### src/rtl/serial_add_ctrl.sv
// serial_add_ctrl: bit-serial-by-slice adder controller.
// Adds two W-bit operands plus carry-in three bits per cycle over CHUNKS
// cycles, then pulses done for one cycle and holds the result until the
// next accepted start.
module serial_add_ctrl #(
    parameter  int unsigned CHUNKS = 4,
    localparam int unsigned W      = 3 * CHUNKS
) (
    input  logic         clk,
    input  logic         reset,
    input  logic         start,
    input  logic [W-1:0] a,
    input  logic [W-1:0] b,
    input  logic         cin,
    output logic [W-1:0] sum,
    output logic         cout,
    output logic         busy,
    output logic         done
);

    localparam int unsigned IW = (CHUNKS > 1) ? $clog2(CHUNKS) : 1;
    localparam logic [IW-1:0] LAST = IW'(CHUNKS - 1);

    typedef enum logic [1:0] {
        IDLE = 2'd0,
        RUN  = 2'd1,
        DONE = 2'd2
    } state_t;

    state_t        state_q, state_d;
    logic [W-1:0]  a_q, a_d;
    logic [W-1:0]  b_q, b_d;
    logic          carry_q, carry_d;
    logic [IW-1:0] idx_q, idx_d;
    logic [W-1:0]  sum_q, sum_d;
    logic          cout_q, cout_d;
    logic [3:0]    slice;

    // State and datapath registers; reset clears everything and aborts any run.
    always_ff @(posedge clk) begin
        if (reset) begin
            state_q <= IDLE;
            a_q     <= '0;
            b_q     <= '0;
            carry_q <= 1'b0;
            idx_q   <= '0;
            sum_q   <= '0;
            cout_q  <= 1'b0;
        end else begin
            state_q <= state_d;
            a_q     <= a_d;
            b_q     <= b_d;
            carry_q <= carry_d;
            idx_q   <= idx_d;
            sum_q   <= sum_d;
            cout_q  <= cout_d;
        end
    end

    // Next-state logic and one 3-bit slice addition per RUN cycle.
    always_comb begin
        state_d = state_q;
        a_d     = a_q;
        b_d     = b_q;
        carry_d = carry_q;
        idx_d   = idx_q;
        sum_d   = sum_q;
        cout_d  = cout_q;
        slice   = {1'b0, a_q[3*idx_q +: 3]} + {1'b0, b_q[3*idx_q +: 3]}
                + {3'b000, carry_q};

        case (state_q)
            IDLE: begin
                if (start) begin
                    a_d     = a;
                    b_d     = b;
                    carry_d = cin;
                    sum_d   = '0;
                    cout_d  = 1'b0;
                    idx_d   = '0;
                    state_d = RUN;
                end
            end
            RUN: begin
                sum_d[3*idx_q +: 3] = slice[2:0];
                carry_d             = slice[3];
                if (idx_q == LAST) begin
                    // Index returns to 0 rather than wrapping, so it never
                    // exceeds CHUNKS-1 when CHUNKS is not a power of two.
                    cout_d  = slice[3];
                    idx_d   = '0;
                    state_d = DONE;
                end else begin
                    idx_d = idx_q + 1'b1;
                end
            end
            DONE: begin
                state_d = IDLE;
            end
            default: begin
                state_d = IDLE;
            end
        endcase
    end

    assign sum  = sum_q;
    assign cout = cout_q;
    assign busy = (state_q != IDLE);
    assign done = (state_q == DONE);

endmodule
### config.mk
export PLATFORM = sky130hd
export DESIGN_NAME = serial_add_ctrl
export DESIGN_NICKNAME = d
export VERILOG_FILES = /design/src/rtl/serial_add_ctrl.sv
export SDC_FILE = /design/constraint.sdc
export NUM_CORES = 1
export LEC_CHECK = 0
export ABC_AREA = 1
export CORE_MARGIN = 8
export CORE_UTILIZATION = 50
export CTS_CLUSTER_DIAMETER = 150
export DETAILED_ROUTE_END_ITERATION = 10
export HOLD_SLACK_MARGIN = 0.02
export PLACE_DENSITY = 0.91
export SKIP_CTS_REPAIR_TIMING = 1
export SLEW_MARGIN = 5
export SYNTH_ARGS = -nofsm -noshare
export SYNTH_HDL_FRONTEND = slang
export SYNTH_SLANG_ARGS = --single-unit
### constraint.sdc
create_clock -name clk -period 2.6 [get_ports clk]
set_input_delay 0.65 -clock clk [delete_from_list [all_inputs] [get_ports clk]]
set_output_delay 0.65 -clock clk [all_outputs]
set_load 0.03 [all_outputs]
### Word level (Yosys, flattened, before mapping)

Cells that the tools add are included.

* input port bits: 28
* output and inout bits: 15
* logic and storage cells: 42
* register bits: 42

* add/subtract/negate cells: 4
* shift-type cells: 4
* reductions and logical operators: 7
* multiply operators: 1
* equality and inequality tests: 5
* muxes and demuxes: 14

Operator list (number)
* $neg 4->34: 1
* $shift 3x34->12 const A: 1
* $shiftx 3x34->12: 1
* $pmux 12 s2: 1
* $shiftx 12x5->3: 2
* $bwmux 12: 1
* $mux 12: 1
* $mux 2: 4
* $pmux 2 s2: 2
* $reduce_and 2->1: 3
* $add 3x3->4: 1
* $add 4x1->4: 1
* $eq 2x2->1 const B: 2
* $mul 2x2->4 const A: 1
* $ne 2x2->1 const B: 2
* $pmux 1 s2: 2
* $reduce_bool 2->1: 2
* $mux 1: 3
* $reduce_and 3->1: 1
* $add 2x1->2 const B: 1
* $eq 2x1->1 const B: 1
* $logic_not 2->1: 1

### Logic depth before layout (Yosys ltp)

Gate-level depths: netlist (run 1).

* word-level depth: 7
* depth in mapped cells: 14
* mapped depth without buffers: 12

### Least setup slack after synthesis (run 1)

OpenSTA, ideal clock, no wires.

* kind: register to register
* start point: register idx_q[0]
* end point: register sum_q[10], in the netlist sum[10]
* clock period less this slack: 2.312 ns
* stages on the path, launching flop included: 12
* setup slack: 0.288 ns
* path buffers: 2
* library setup time: 0.070 ns
* arrival: 2.241 ns
* data required time: 2.530 ns
* path through: dfxtp_1 -> buf_6 -> inv_2 -> buf_2 -> o21ai_0 -> o22ai_1 -> fa_1 -> inv_1 -> fa_1 -> nor3_1 -> nand2_1 -> a21oi_1

* cells in the longest elaborated chain, start to end: 7
* elaborated cells on any way between the ends: 10
* classes of those cells: add/sub: 3; mul: 1; shift: 4; mux: 2

RTL lines
* start, declared: line 34 `logic [IW-1:0] idx_q, idx_d;`
* start signal, assigned: line 54 `idx_q <= idx_d;`
* $mul 2x2->4 (*): line 69, 85
* $shiftx 12x5->3: line 69 `slice = {1'b0, a_q[3*idx_q +: 3]} + {1'b0, b_q[3*idx_q +: 3]}`
* $add 3x3->4: line 69
* $add 4x1->4: line 70 `+ {3'b000, carry_q};`
* $shiftx 3x34->12: line 85 `sum_d[3*idx_q +: 3] = slice[2:0];`
* $bwmux 12 (*): line 85
* $pmux 12 s2 (*): line 72 `case (state_q)`
* end signal, assigned: line 55 `sum_q <= sum_d;`
* end, declared: line 35 `logic [W-1:0] sum_q, sum_d;`

Every way passes the cells marked *; elsewhere a longest branch is shown, timed or not.
A chain may end at the register's enable or synchronous reset.

### Worst setup path after layout (run 1)

Same ends and word-level chain as after synthesis.

==> results by group, run 1 <==
Floorplanning
  – Die Y: 78.0 um
  – I/O pin count: 43
  – Die area: approximately 0.0061 sq mm
  – Core footprint: 0.00369 sq mm
  – Starting Density: 0.521
  – Rows: 22
  – Die X: 78.0 um

CTS
  – Worst-skew pair later-pin latency: 0.29 ns
  – TritonCTS buffer count: 5
  – Clock root buffer: clkbuf_8
  – CTS sink cnt: 42
  – CTS clock-pin slew for the worst setup and hold paths: about 0.070 ns
  – CTS tree: yes
  – CTS Buffer Depth: 2
  – H-tree levels: 2

Worst hold path
  – Worst Hold Launch: sum[1]
  – Min-Delay Path Class: reg2reg

Power and ir drop
  – Internal Pwr Total: 1.03 mW
  – Gate power share: 0.209
  – VDD IR-drop max: 0.311 mV
  – Sequential power share: 0.496
  – Psw: 409 uW
  – Leak Pwr: about 1 nW
  – Sw frac: 0.285
  – Clock Power Share: 0.295
  – Power per Cell Area: just under 600 mW/mm^2

Setup path
  – Number of cells on the worst reg-to-reg path: 9
  – Crit path kind: reg2reg
  – WP data required: 2.83 ns
  – Worst r2r src: idx_q[0]
  – Critical path buffers and inverters: 2
  – CP endpoint kind: flop
  – Crit. path cell count: 9
  – Crit-path slowest cell: dfxtp_1
  – Worst-path fanout max: 17
  – Reg-to-Reg End: sum[10]
  – Most frequent cell on the critical path: fa_1
  – CP peak stage delay: 0.44 ns
  – Critical Path Start: idx_q[0]
  – Worst reg-to-reg setup slack: about 0.25 ns
  – Crit path DAT: 2.58 ns
  – CP endpoint: sum[10]
  – Critical path startpoint category: flop
  – CP cell instances: inv_2, o21ai_0, o22ai_1, fa_1, inv_1, fa_1, nor3_2, nand2_1, a21oi_1
  – CP top delay family: adder cells

Global route
  – Vias in the first global route: 1728
  – GR Overflow Total: 0
  – Global-route wire length before repair: approximately 7300 um
  – Antenna violations before repair: 0
  – Largest net degree at the start of global routing: 29
  – Total GRT Usage: 0.145

Routing
  – WL final: 4260 um
  – DRC Markers: 0
  – Wirelength per Cell: ~12 um
  – DRT iter0 DRCs: roughly 170
  – Avg Vias per Cell: 5.12
  – Vias: about 1800
  – Pre-antenna DRT Iters: 4
  – Final ANT Viol Nets: 0

STA
  – Clk_skew: about 0.0056 ns
  – Hold Worst Slack: 0.462 ns
  – Setup violators final: 0
  – Max Clock Freq: about 430 MHz
  – Unrepaired setup endpoints after global routing: false
  – Total negative setup slack: 0 ns
  – Fin crit share: 0.904
  – Slew HR: 0.560
  – Final Hold Viols: 0
  – Period minus WS final: roughly 2.3 ns
  – Slew @ Worst Pin: between 0.6 and 0.7 ns
  – Pins Over Slew Limit: 0

Yosys
  – Synth Area in Adders: 0.0599
  – Seq cells post-synth: 42
  – Synth Cell Area: 0.00192 sq mm
  – Top post-synthesis cells by area: dfxtp_1 44%, nor2_1 12%, o21ai_0 9.4%, nand2_1 6.8%, nand3_1 4.9%
  – Simple-gate area share of the yosys netlist: 0.271
  – Synth Net Count: 298
  – Post-synthesis mux area share: 0
  – Area leader, netlist: dfxtp_1
  – Syn Inst Count: 262
  – Mapped Avg Cell Area: 7.34 sq um
  – YS warnings: 0
  – Register area share after synthesis: 0.437
  – Largest family of logic cells by synthesized area: simple AND/OR/NAND/NOR gates
  – Share of the synthesized area in the top cell type: 0.437
  – XOR/XNOR Fraction of Synth Area: 0
  – Yosys cell types: 22
  – Post-synthesis compound-gate area fraction: 0.156

Cells and area
  – Multi-input gate area: around 940 sq um
  – Final Cell Area: roughly 0.0025 sq mm
  – Non-Filler Instances: between 300 and 400
  – Fill cell count: 328
  – Area growth, synth to finish: 27.8%
  – Final Core Density: 0.667
  – Ant diodes: 0
  – Nets: 341
  – Reg area: 841 sq um
  – Layout cell share with drive strength beyond 1: 0.0654

Placement
  – IO buf count: 42
  – RePlAce Congestion: 0.895
  – HPWL after DPL: 3200 um
  – Area after DPL: 0.00236 sq mm
  – Placed Cells: 346

Run
  – Max cap viols: 0

Run status
  – Status: finished clean
[power by group through the flow]
stage	clock network (mW)	logic (mW)	registers, mW
2_1_floorplan	0	0.201	0.726
3_3_place_gp	0	0.287	0.725
3_5_place_dp	0	0.293	0.727
4_1_cts	0.428	0.295	0.713
5_1_grt	0.449	0.339	0.717
6_report	0.424	0.300	0.713
[worst min-delay path by stage]
stage / to / slack (ns) / cells past startpoint
detailed placement: sum[0] / 0.45 / 2
CTS: sum[1] / 0.46 / 2
global placement: sum[0] / 0.45 / 2
finish: sum[1] / 0.46 / 2
floorplan: b_q[6] / 0.45 / 2
global route: sum[1] / 0.48 / 2
[Yosys cell counts]
cell type and n:
nand2_1 35, buf_6 4, o22ai_1 4, fa_1 2, o21ai_0 36, o21a_1 1
nand3_4 1, inv_1 14, dfxtp_1 42, o211ai_1 1, nor3_1 1, or2_0 1
buf_2 3, nor2_1 64, ha_1 6, a21oi_1 16, nand3_1 19, and2_1 2
clkbuf_1 3, buf_4 1, nor2_2 2, inv_2 4
[worst min-delay path, delay by kind of cell (launching register included)]
kind               cells  cell delay (ns)
AOI/OAI and AO/OA      1             0.05
DFF                    1             0.31
and+or+nand+nor        1             0.06
[registers in the layout (all words and copies together), names as in the netlist]
register,cells
idx_q,2
cout,1
sum,12
b_q,12
state_q,2
a_q,12
carry_q,1
[placed cells by master (no fill, tap or decap), drive strengths merged]
master / synthesis / final
nand3: 20 / 20
or2: 1 / 1
ha: 6 / 6
o22ai: 4 / 4
a21oi: 16 / 16
clkinv: 0 / 1
inv: 18 / 18
dfxtp: 42 / 42
nor3: 1 / 1
and2: 2 / 2
o21a: 1 / 1
clkbuf: 3 / 7
o211ai: 1 / 1
fa: 2 / 2
o21ai: 36 / 36
nand2: 35 / 35
nor2: 66 / 66
buf: 8 / 5
clkdlybuf4s50: 0 / 42
[through the flow]
step	total power [mW]	setup slack (ns)
after detailed placement	1.02	0.224
after CTS	1.44	0.214
after global routing	1.51	0.0271
after floorplan	0.928	0.288
final	1.44	0.250
after global placement	1.01	0.295
[logic make-up after synthesis]
family,count (synthesis)
DFF,42
AOI/OAI and AO/OA,58
buffers and inverters,29
adders and majority gates,8
and+or+nand+nor,125
[layer usage]
| metal | global-route usage | vias up | wire [um] |
|---|---|---|---|
| met1 | 0.162 | 813 | 1860 |
| met4 | 0.0778 | 0 | 95 |
| li1 | - | 936 | - |
| met3 | 0.0308 | 9 | 244 |
| met5 | 0 | - | 0 |
| met2 | 0.253 | 54 | 2060 |
[area by class of cell]
cell class | count | area share
Multi-Input combinational cell | 191 | 0.383
Sequential cell | 42 | 0.342
Timing Repair Buffer | 47 | 0.186
Clock buffer | 7 | 0.0351
Inverter | 18 | 0.0275
Tap cell | 48 | 0.0244
Clock inverter | 1 | 0.00204
No activity file was read; power rests on OpenSTA's default activity.
==> run 2, diff against run 1 <==
--- a/config.mk
+++ b/config.mk
@@ -7,11 +7,12 @@
 export LEC_CHECK = 0
 export ABC_AREA = 1
 export CORE_MARGIN = 8
-export CORE_UTILIZATION = 50
+export CORE_UTILIZATION = 40
+export CTS_BUF_LIST = sky130_fd_sc_hd__clkbuf_4
 export CTS_CLUSTER_DIAMETER = 150
 export DETAILED_ROUTE_END_ITERATION = 10
 export HOLD_SLACK_MARGIN = 0.02
-export PLACE_DENSITY = 0.91
+export PLACE_DENSITY = 0.78
 export SKIP_CTS_REPAIR_TIMING = 1
 export SLEW_MARGIN = 5
 export SYNTH_ARGS = -nofsm -noshare
==> run 2 against run 1 <==
  * Clock skew is 0.014 ns higher
  * Global-route usage decreased by 1.4 points
  * Total power is 2.3% lower
  * Final area decreased by 0.36%
  * Flip-flop and latch count unchanged
  * Clock power down 7.3%
  * Cell count rose by 1.7%
  * First-iteration DRC count is 42% lower
  * Critical path depth unchanged
  * Worst hold slack better by 0.012 ns
  * Count of clock-buffer cells in the layout down 2
  * Combinational power barely moved
  * Critical path type unchanged
  * Largest cell class unchanged
==> results by group, run 2 (same netlist as run 1, synthesis figures left out) <==
Cells and area
  – Reg area: 842 sq um (+0.15%)
  – Most common cell after layout, fill and taps aside: nor2_1
  – Fill cell count: 459 (+40%)
  – Non-Filler Instances: 360 (+1.7%)
  – Ant diodes: 0 (unchanged)
  – Nets: 342 (+0.29%)
  – Layout cell share with drive strength beyond 1: 0.0654 (unchanged)
  – Commonest non-fill, non-tap cells in the layout: 64 x nor2_1, 42 x clkdlybuf4s50_1, 41 x dfxtp_1
  – Area growth, synth to finish: 27.4%
  – Multi-input gate area: 936 sq um (-0.53%)

Worst hold path
  – Min-Delay Path Class: reg2reg
  – Worst hold path depth: 2 (unchanged)

CTS
  – Worst-skew pair later-pin latency: 0.35 ns (+0.06 ns)
  – CTS Buffer Depth: 2 (unchanged)
  – TritonCTS buffer count: 5 (unchanged)
  – CTS sink cnt: 42 (unchanged)
  – H-tree levels: 2 (unchanged)
  – CTS clock-pin slew for the worst setup and hold paths: 0.11 ns (+0.04 ns)
  – Clock root buffer: clkbuf_4
  – CTS tree: yes

STA
  – Total negative setup slack: 0 ns (unchanged)
  – Slew HR: 0.577 (+0.0169)
  – Hold Worst Slack: 0.474 ns (+0.0121 ns)
  – Final Hold Viols: 0 (unchanged)
  – Max Clock Freq: 413 MHz (-2.9%)
  – Slew @ Worst Pin: 0.634 ns (-0.0253 ns)
  – Clk_skew: 0.0192 ns (+0.0135 ns)
  – Period minus WS final: 2.42 ns (+0.0703 ns)
  – Fin crit share: 0.931 (+0.0270)
  – Unrepaired setup endpoints after global routing: false
  – Setup violators final: 0 (unchanged)
  – Pins Over Slew Limit: 0 (unchanged)

Global route
  – Vias in the first global route: 1758 (+1.7%)
  – Total GRT Usage: 0.131 (-0.0145)
  – Antenna violations before repair: 0 (unchanged)
  – GR Overflow Total: 0 (unchanged)
  – Largest net degree at the start of global routing: 29 (unchanged)
  – Global-route wire length before repair: 7810 um (+6.6%)

Placement
  – Placed Cells: 353 (+2.0%)
  – HPWL after DPL: 3430 um (+7.2%)
  – IO buf count: 42 (unchanged)
  – RePlAce Congestion: 0.900 (+0.54%)

Power and ir drop
  – VDD IR-drop max: 0.223 mV (-28%)
  – Leak Pwr: 0.995 nW (-0.51%)
  – Power per Cell Area: 573 mW/mm^2 (-1.9%)

Setup path
  – CP cell instances: inv_2, o21ai_0, o22ai_1, fa_1, inv_1, fa_1, nor3_1, nand2_1, a21oi_1
  – WP data required: 2.87 ns (+0.04 ns)
  – Most frequent cell on the critical path: fa_1
  – Number of cells on the worst reg-to-reg path: 9 (unchanged)
  – Crit path DAT: 2.70 ns (+0.12 ns)
  – CP endpoint kind: flop
  – CP peak stage delay: 0.44 ns (about the same)
  – Critical path startpoint category: flop
  – Worst-path fanout max: 17 (unchanged)
  – Crit-path slowest cell: fa_1
  – Crit path kind: reg2reg

Floorplanning
  – Die area: 0.00728 sq mm (+20%)
  – Die Y: 85.3 um (+9.4%)
  – Die X: 85.3 um (+9.4%)
  – Core footprint: 0.00469 sq mm (+27%)
  – I/O pin count: 43 (unchanged)
  – Rows: 25 (+14%)
  – Starting Density: 0.410 (-0.112)

Run
  – Max cap viols: 0 (unchanged)

Routing
  – Vias: 1745 (-3.7%)
  – DRT iter0 DRCs: 98 (-42%)
  – WL final: 4430 um (+4.1%)
  – DRC Markers: 0 (unchanged)
  – Final ANT Viol Nets: 0 (unchanged)
  – Wirelength per Cell: 12.3 um (+2.3%)
  – Avg Vias per Cell: 4.85 (-5.3%)
  – Pre-antenna DRT Iters: 4 (unchanged)

Run status
  – Status: finished clean
-- run 2: changes by cell type in the layout (fill, tap and decap cells not counted), sizes merged --
cell    before  now
clkbuf       7    5
buf          5    6
bufinv       0    1
-- run 2: area by class of cell --
type	instances	area share
clock buffer	5	0.0153
multi-input combinational	191	0.382
sequential	42	0.344
inverter	18	0.0276
clock inverter	2	0.0138
tap	54	0.0276
timing repair buffer	48	0.190
-- run 2: power breakdown --
part / total (mW) / switching (mW) / internal, mW
clock network: 0.393 / 0.198 / 0.195
logic: 0.299 / 0.170 / 0.130
registers: 0.712 / 0.0266 / 0.685
total: 1.40 / 0.395 / 1.01
-- run 2: worst max-delay path: cells and delay by family (launching register included) --
family | cells | cell delay [ns]
buf+inv | 2 | 0.23
simple gates | 2 | 0.38
fa+ha+maj | 2 | 0.87
compound gates | 3 | 0.51
flops | 1 | 0.38
-- run 2: path summary, 6_finish.rpt --
path,endpoint,slack [ns],start
worst max-delay path,sum[10],0.18,idx_q[0]
worst min-delay path,sum[9],0.47,sum[9]
worst max register to register,sum[10],0.18,idx_q[0]
worst min register to register,sum[9],0.47,sum[9]
-- run 2: stage by stage --
stage,setup WS (ns),util,instance area [sq um],power [mW]
2_1_floorplan,0.288,-,1920,0.928
3_3_place_gp,0.353,0.507,2380,1.02
5_1_grt,0.0727,0.522,2450,1.49
6_report,0.180,0.522,2450,1.40
3_5_place_dp,0.194,0.507,2380,1.03
4_1_cts,0.139,0.522,2450,1.41
-- run 2: metal layers --
metal  track usage  wire length [um]  share of wire
met1         0.155              2060           0.46
met2         0.217              2100           0.47
met3        0.0309               198          0.045
met4        0.0605                80          0.018
met5             0                 0              0
==> variant 1, RTL diff (config.mk and constraints of run 1) <==
Change the parameter `CHUNKS` from 4 to 2.
--- a/src/rtl/serial_add_ctrl.sv
+++ b/src/rtl/serial_add_ctrl.sv
@@ -4,5 +4,5 @@
 // next accepted start.
 module serial_add_ctrl #(
-    parameter  int unsigned CHUNKS = 4,
+    parameter  int unsigned CHUNKS = 2,
     localparam int unsigned W      = 3 * CHUNKS
 ) (
Interface: changed (resized a, b and sum); port bits go from 43 to 25. No check against the original RTL was run, so the function may have changed too.
==> variant 1 against run 1 <==
Area after synthesis decreased by 46%. Wire length decreased by 47%. Global-route usage decreased by 0.62 points. Via count decreased by 47%. Total power decreased by 48%. Clock power decreased by 63%. Clock skew decreased by 0.0049 ns. Worst hold slack improved by 0.013 ns. Cell area decreased by 47%. Largest cell class unchanged. Critical path type is now reg -> out. Worst setup slack improved by 0.10 ns. Sequential cell count decreased by 19.
==> variant 1: results (changes against run 1) <==
OUTCOME='completed'
SYNTH_ADDER_AREA_SHARE_PCT=6.21  # +0.23 points
FINAL.HOLD.WORST_SLACK_NS=0.475  # +0.0127 ns
PLACE_HPWL_UM=1790  # -44%
HTREEDEPTH=1  # -1
TRITONCTS.NUM_BUFFERS=3  # -2
IRDROPWORSTVDD_mV=0.368  # +18%
WORST-R2R-SETUP-SLACK_NS=0.56  # +0.31 ns
SYNTH_COMPOUND_GATE_AREA_SHARE_PCT=11.6  # -4.0 points
DRIVE_ABOVE_1_SHARE_PCT=9.04  # +2.5 points
DRT-VIAS-PER-INSTANCE=5.01  # -2.1%
TRACK_USAGE_PCT=13.9  # -0.62 points
PLACE.PORT_BUFFERS=24  # -43%
ROUTABILITYCONGESTION=0.906  # +1.2%
TIMING.CRITICAL_PATH.TO='busy'
CTSROOTBUFFERMASTER='sky130_fd_sc_hd__clkbuf_4'
GRT_FIRST_PASS_WIRELENGTH_UM=4110  # -44%
LAUNCH_INSTANCE_OF_THE_WORST_MIN_DELAY_PATH='sum[3]'
WORST_FLOP_TO_FLOP_PATH_STARTPOINT='idx_q'
MIN_TO='sum[3]'
ROUTE.DETAILED.WL_PER_INST_UM=11.6  # -3.4%
SEQ_AREA_FRAC_SYNTH_PCT=44.0  # +0.25 points
DRT_ITER0_DRC=15  # -91%
COMMONEST_CELLS_POST_SYNTH='sky130_fd_sc_hd__nand2_1, sky130_fd_sc_hd__nor2_1, sky130_fd_sc_hd__dfxtp_1, sky130_fd_sc_hd__o21ai_1, sky130_fd_sc_hd__inv_2'
FILLCELLCOUNT=187  # -43%
WORST-PATH-MAX-FANOUT=6  # -11
NUM-NETS-FINAL=187  # -45%
P_LEAK_nW=0.577  # -42%
MAXIMUM_NUMBER_OF_PINS_ON_ONE_NET_BEFORE_GLOBAL_ROUTE_REPAIR=20  # -31%
WORST_SETUP_PATH_STARTPOINT='state_q[0]'
SYNTH_XOR_XNOR_AREA_SHARE_PCT=0.836  # +0.84 points
MAPPEDNETLISTNETS=163  # -45%
==> variant 1: cell families after synthesis <==
group / after synthesis
and+or+nand+nor: 71
AOI/OAI and AO/OA: 24
DFF: 23
buffers and inverters: 20
adders and majority gates: 4
xor gates and xnor gates: 1
==> variant 1: metal layers <==
| layer | track usage [%] | part of all wire [%] |
|---|---|---|
| met3 | 2.26 | 5.6 |
| met4 | 5.19 | 0.67 |
| met5 | 0 | 0 |
| met1 | 14.7 | 42 |
| met2 | 26.4 | 52 |
==> variant 1: power by group <==
part	total [mW]	internal (mW)	switching [mW]	leakage (nW)
registers	0.399	0.380	0.0194	0.189
logic	0.189	0.0829	0.106	0.373
clock network	0.157	0.0598	0.0975	0.0150
==> variant 1: final cells by class <==
| type | instances | area (um2) | share of cell area [%] |
|---|---|---|---|
| clock buffers | 4 | 26.3 | 2.00 |
| inverters | 15 | 56.3 | 4.29 |
| multi-input cells | 100 | 497 | 37.8 |
| flip-flops and latches | 23 | 460 | 35.0 |
| well taps | 27 | 33.8 | 2.57 |
| repair buffers | 24 | 240 | 18.3 |
==> variant 1: worst max-delay path, stage by stage, from the launching register on <==
cell	delay, ns
sky130_fd_sc_hd__dfxtp_1	0.48
sky130_fd_sc_hd__inv_2	0.09
sky130_fd_sc_hd__nand2_1	0.07
sky130_fd_sc_hd__clkdlybuf4s50_1	0.66
==> variant 1: stage by stage <==
step                setup WS [ns]  std cells  utilization [%]  instance area, um2  total power, mW
detailed placement          0.615        189             65.6                1290            0.598
CTS                         0.335        193             67.0                1310            0.757
global route                0.277        193             67.0                1310            0.801
global placement            0.701        189             65.6                1290            0.590
finish                      0.353        193             67.0                1310            0.746
floorplan                   0.804        143                -                1050            0.536
==> variant 2, RTL diff (settings of run 1) <==
Made on the original files. Take the reset off `a_q`, `b_q` and `sum_q` and load them in a clocked block of their own.
--- a/src/rtl/serial_add_ctrl.sv
+++ b/src/rtl/serial_add_ctrl.sv
@@ -41,19 +41,19 @@
         if (reset) begin
             state_q <= IDLE;
-            a_q     <= '0;
-            b_q     <= '0;
             carry_q <= 1'b0;
             idx_q   <= '0;
-            sum_q   <= '0;
             cout_q  <= 1'b0;
         end else begin
             state_q <= state_d;
-            a_q     <= a_d;
-            b_q     <= b_d;
             carry_q <= carry_d;
             idx_q   <= idx_d;
-            sum_q   <= sum_d;
             cout_q  <= cout_d;
         end
+    end
+
+    always_ff @(posedge clk) begin
+        a_q   <= a_d;
+        b_q   <= b_d;
+        sum_q <= sum_d;
     end
 
Function: differs if reset is asserted again (counterexample within 4 cycles, from zero or initial values and one cycle with reset high); with reset held inactive, the same outputs for 10 cycles.
==> variant 2 against run 1 <==
Total power up 8.2%. Fmax down 0.54%. Critical endpoint is now sum[10]. Cell area up 3.2%. Wire length down 10%. Worst setup slack worse by 0.013 ns. Clock skew up 0.0051 ns. Sequential cell count unchanged. Area after synthesis up 2.9%.
==> variant 2: results (changes against run 1) <==
DETAILED_ROUTE_WL_UM=3810  # -10%
VIA_COUNT_OF_THE_ROUTED_DESIGN=1451  # -20%
SLEW_HEADROOM_PCT=68.0  # +12 points
POWER_SEQUENTIAL_mW=0.813  # +14%
GRT.MET2_USAGE_PCT=21.9  # -3.4 points
MET3ROUTEDLENGTH_UM=290  # +19%
GLOBAL_ROUTE.USAGE.MET3_PCT=4.74  # +1.7 points
FINAL_SETUP_SKEW_NS=0.0107  # +0.00509 ns
SYNTH_EDF_COUNT=36  # +36
GRT_FIRST_PASS_WIRELENGTH_UM=6310  # -14%
CP_SLOWEST_CELL='sky130_fd_sc_hd__fa_1'
PLACE.PORT_BUFFERS=42  # unchanged
FILLCELLCOUNT=327  # -0.30%
WORST-PATH-MAX-FANOUT=9  # -8
NUM-NETS-FINAL=275  # -19%
DRT_ITER0_DRC=110  # -35%
ROUTABILITYCONGESTION=0.847  # -5.4%
NUMBER_OF_GLOBAL_ROUTE_VIAS_BEFORE_REPAIR=1493  # -14%
MAXIMUM_NUMBER_OF_PINS_ON_ONE_NET_BEFORE_GLOBAL_ROUTE_REPAIR=26  # -10%
GRT.MET1_USAGE_PCT=13.7  # -2.5 points
MAPPEDNETLISTNETS=226  # -24%
YS.WARNINGS.COUNT=0  # unchanged
COMB_POWER_mW=0.341  # +14%
TRACK_USAGE_PCT=12.8  # -1.7 points
IRDROPWORSTVDD_mV=0.385  # +24%
DR_WL_MET2_UM=1910  # -7.4%
PLACE_HPWL_UM=2970  # -7.2%
NETLIST_TOP_CELLS_AREA='sky130_fd_sc_hd__edfxtp_1, sky130_fd_sc_hd__nand2_1, sky130_fd_sc_hd__dfxtp_1, sky130_fd_sc_hd__ha_1, sky130_fd_sc_hd__a21oi_1'
OUTCOME='completed'
SEQ_AREA_FRAC_SYNTH_PCT=60.7  # +17 points
WIRELENGTH_MET1_UM=1530  # -18%
[variant 2: changes by cell type after synthesis, sizes merged, moves of 3 or more]
cell           run 1  this run
nor2              66        20
dfxtp             42         6
edfxtp             0        36
o21ai             36        10
nand3             20         7
nand2             35        47
buf                8         4
clkbuf             3         0
inv               18        21
[variant 2: kinds of logic (layout without fill, tap and decap cells)]
| family | Yosys count | in the layout | synth area share [%] |
|---|---|---|---|
| and+or+nand+nor | 79 | 79 | 17.4 |
| DFF | 42 | 42 | 60.7 |
| buffers and inverters | 26 | 76 | 6.26 |
| AOI/OAI and AO/OA | 31 | 31 | 8.54 |
| adders and majority gates | 10 | 10 | 7.08 |
[variant 2: worst paths after layout]
| kind | to | start | cells past startpoint | slack [ns] |
|---|---|---|---|---|
| setup / recovery | sum[10] | idx_q[1] | 9 | 0.24 |
| hold / removal | carry_q | carry_q | 4 | 0.57 |
| setup reg to reg | sum[10] | idx_q[1] | 9 | 0.24 |
| hold reg to reg | carry_q | carry_q | 4 | 0.57 |
[variant 2: cell type report]
cell class                      count  share of cell area [%]
Clock buffer                        5                    2.71
Tap cell                           50                    2.47
Inverter                           22                    3.35
Clock inverter                      3                   0.641
Sequential cell                    42                    47.3
Timing Repair Buffer               46                    17.8
Multi-Input combinational cell    120                    25.7
[variant 2: through the flow]
step	std cells	setup slack [ns]	hold slack, ns	instance area (um2)	power, mW
3_3_place_gp	280	0.378	0.538	2450	1.16
4_1_cts	288	0.253	0.569	2540	1.57
2_1_floorplan	188	0.296	0.517	1980	1.05
3_5_place_dp	280	0.269	0.558	2450	1.17
5_1_grt	288	0.0444	0.621	2540	1.64
6_report	288	0.237	0.568	2540	1.55
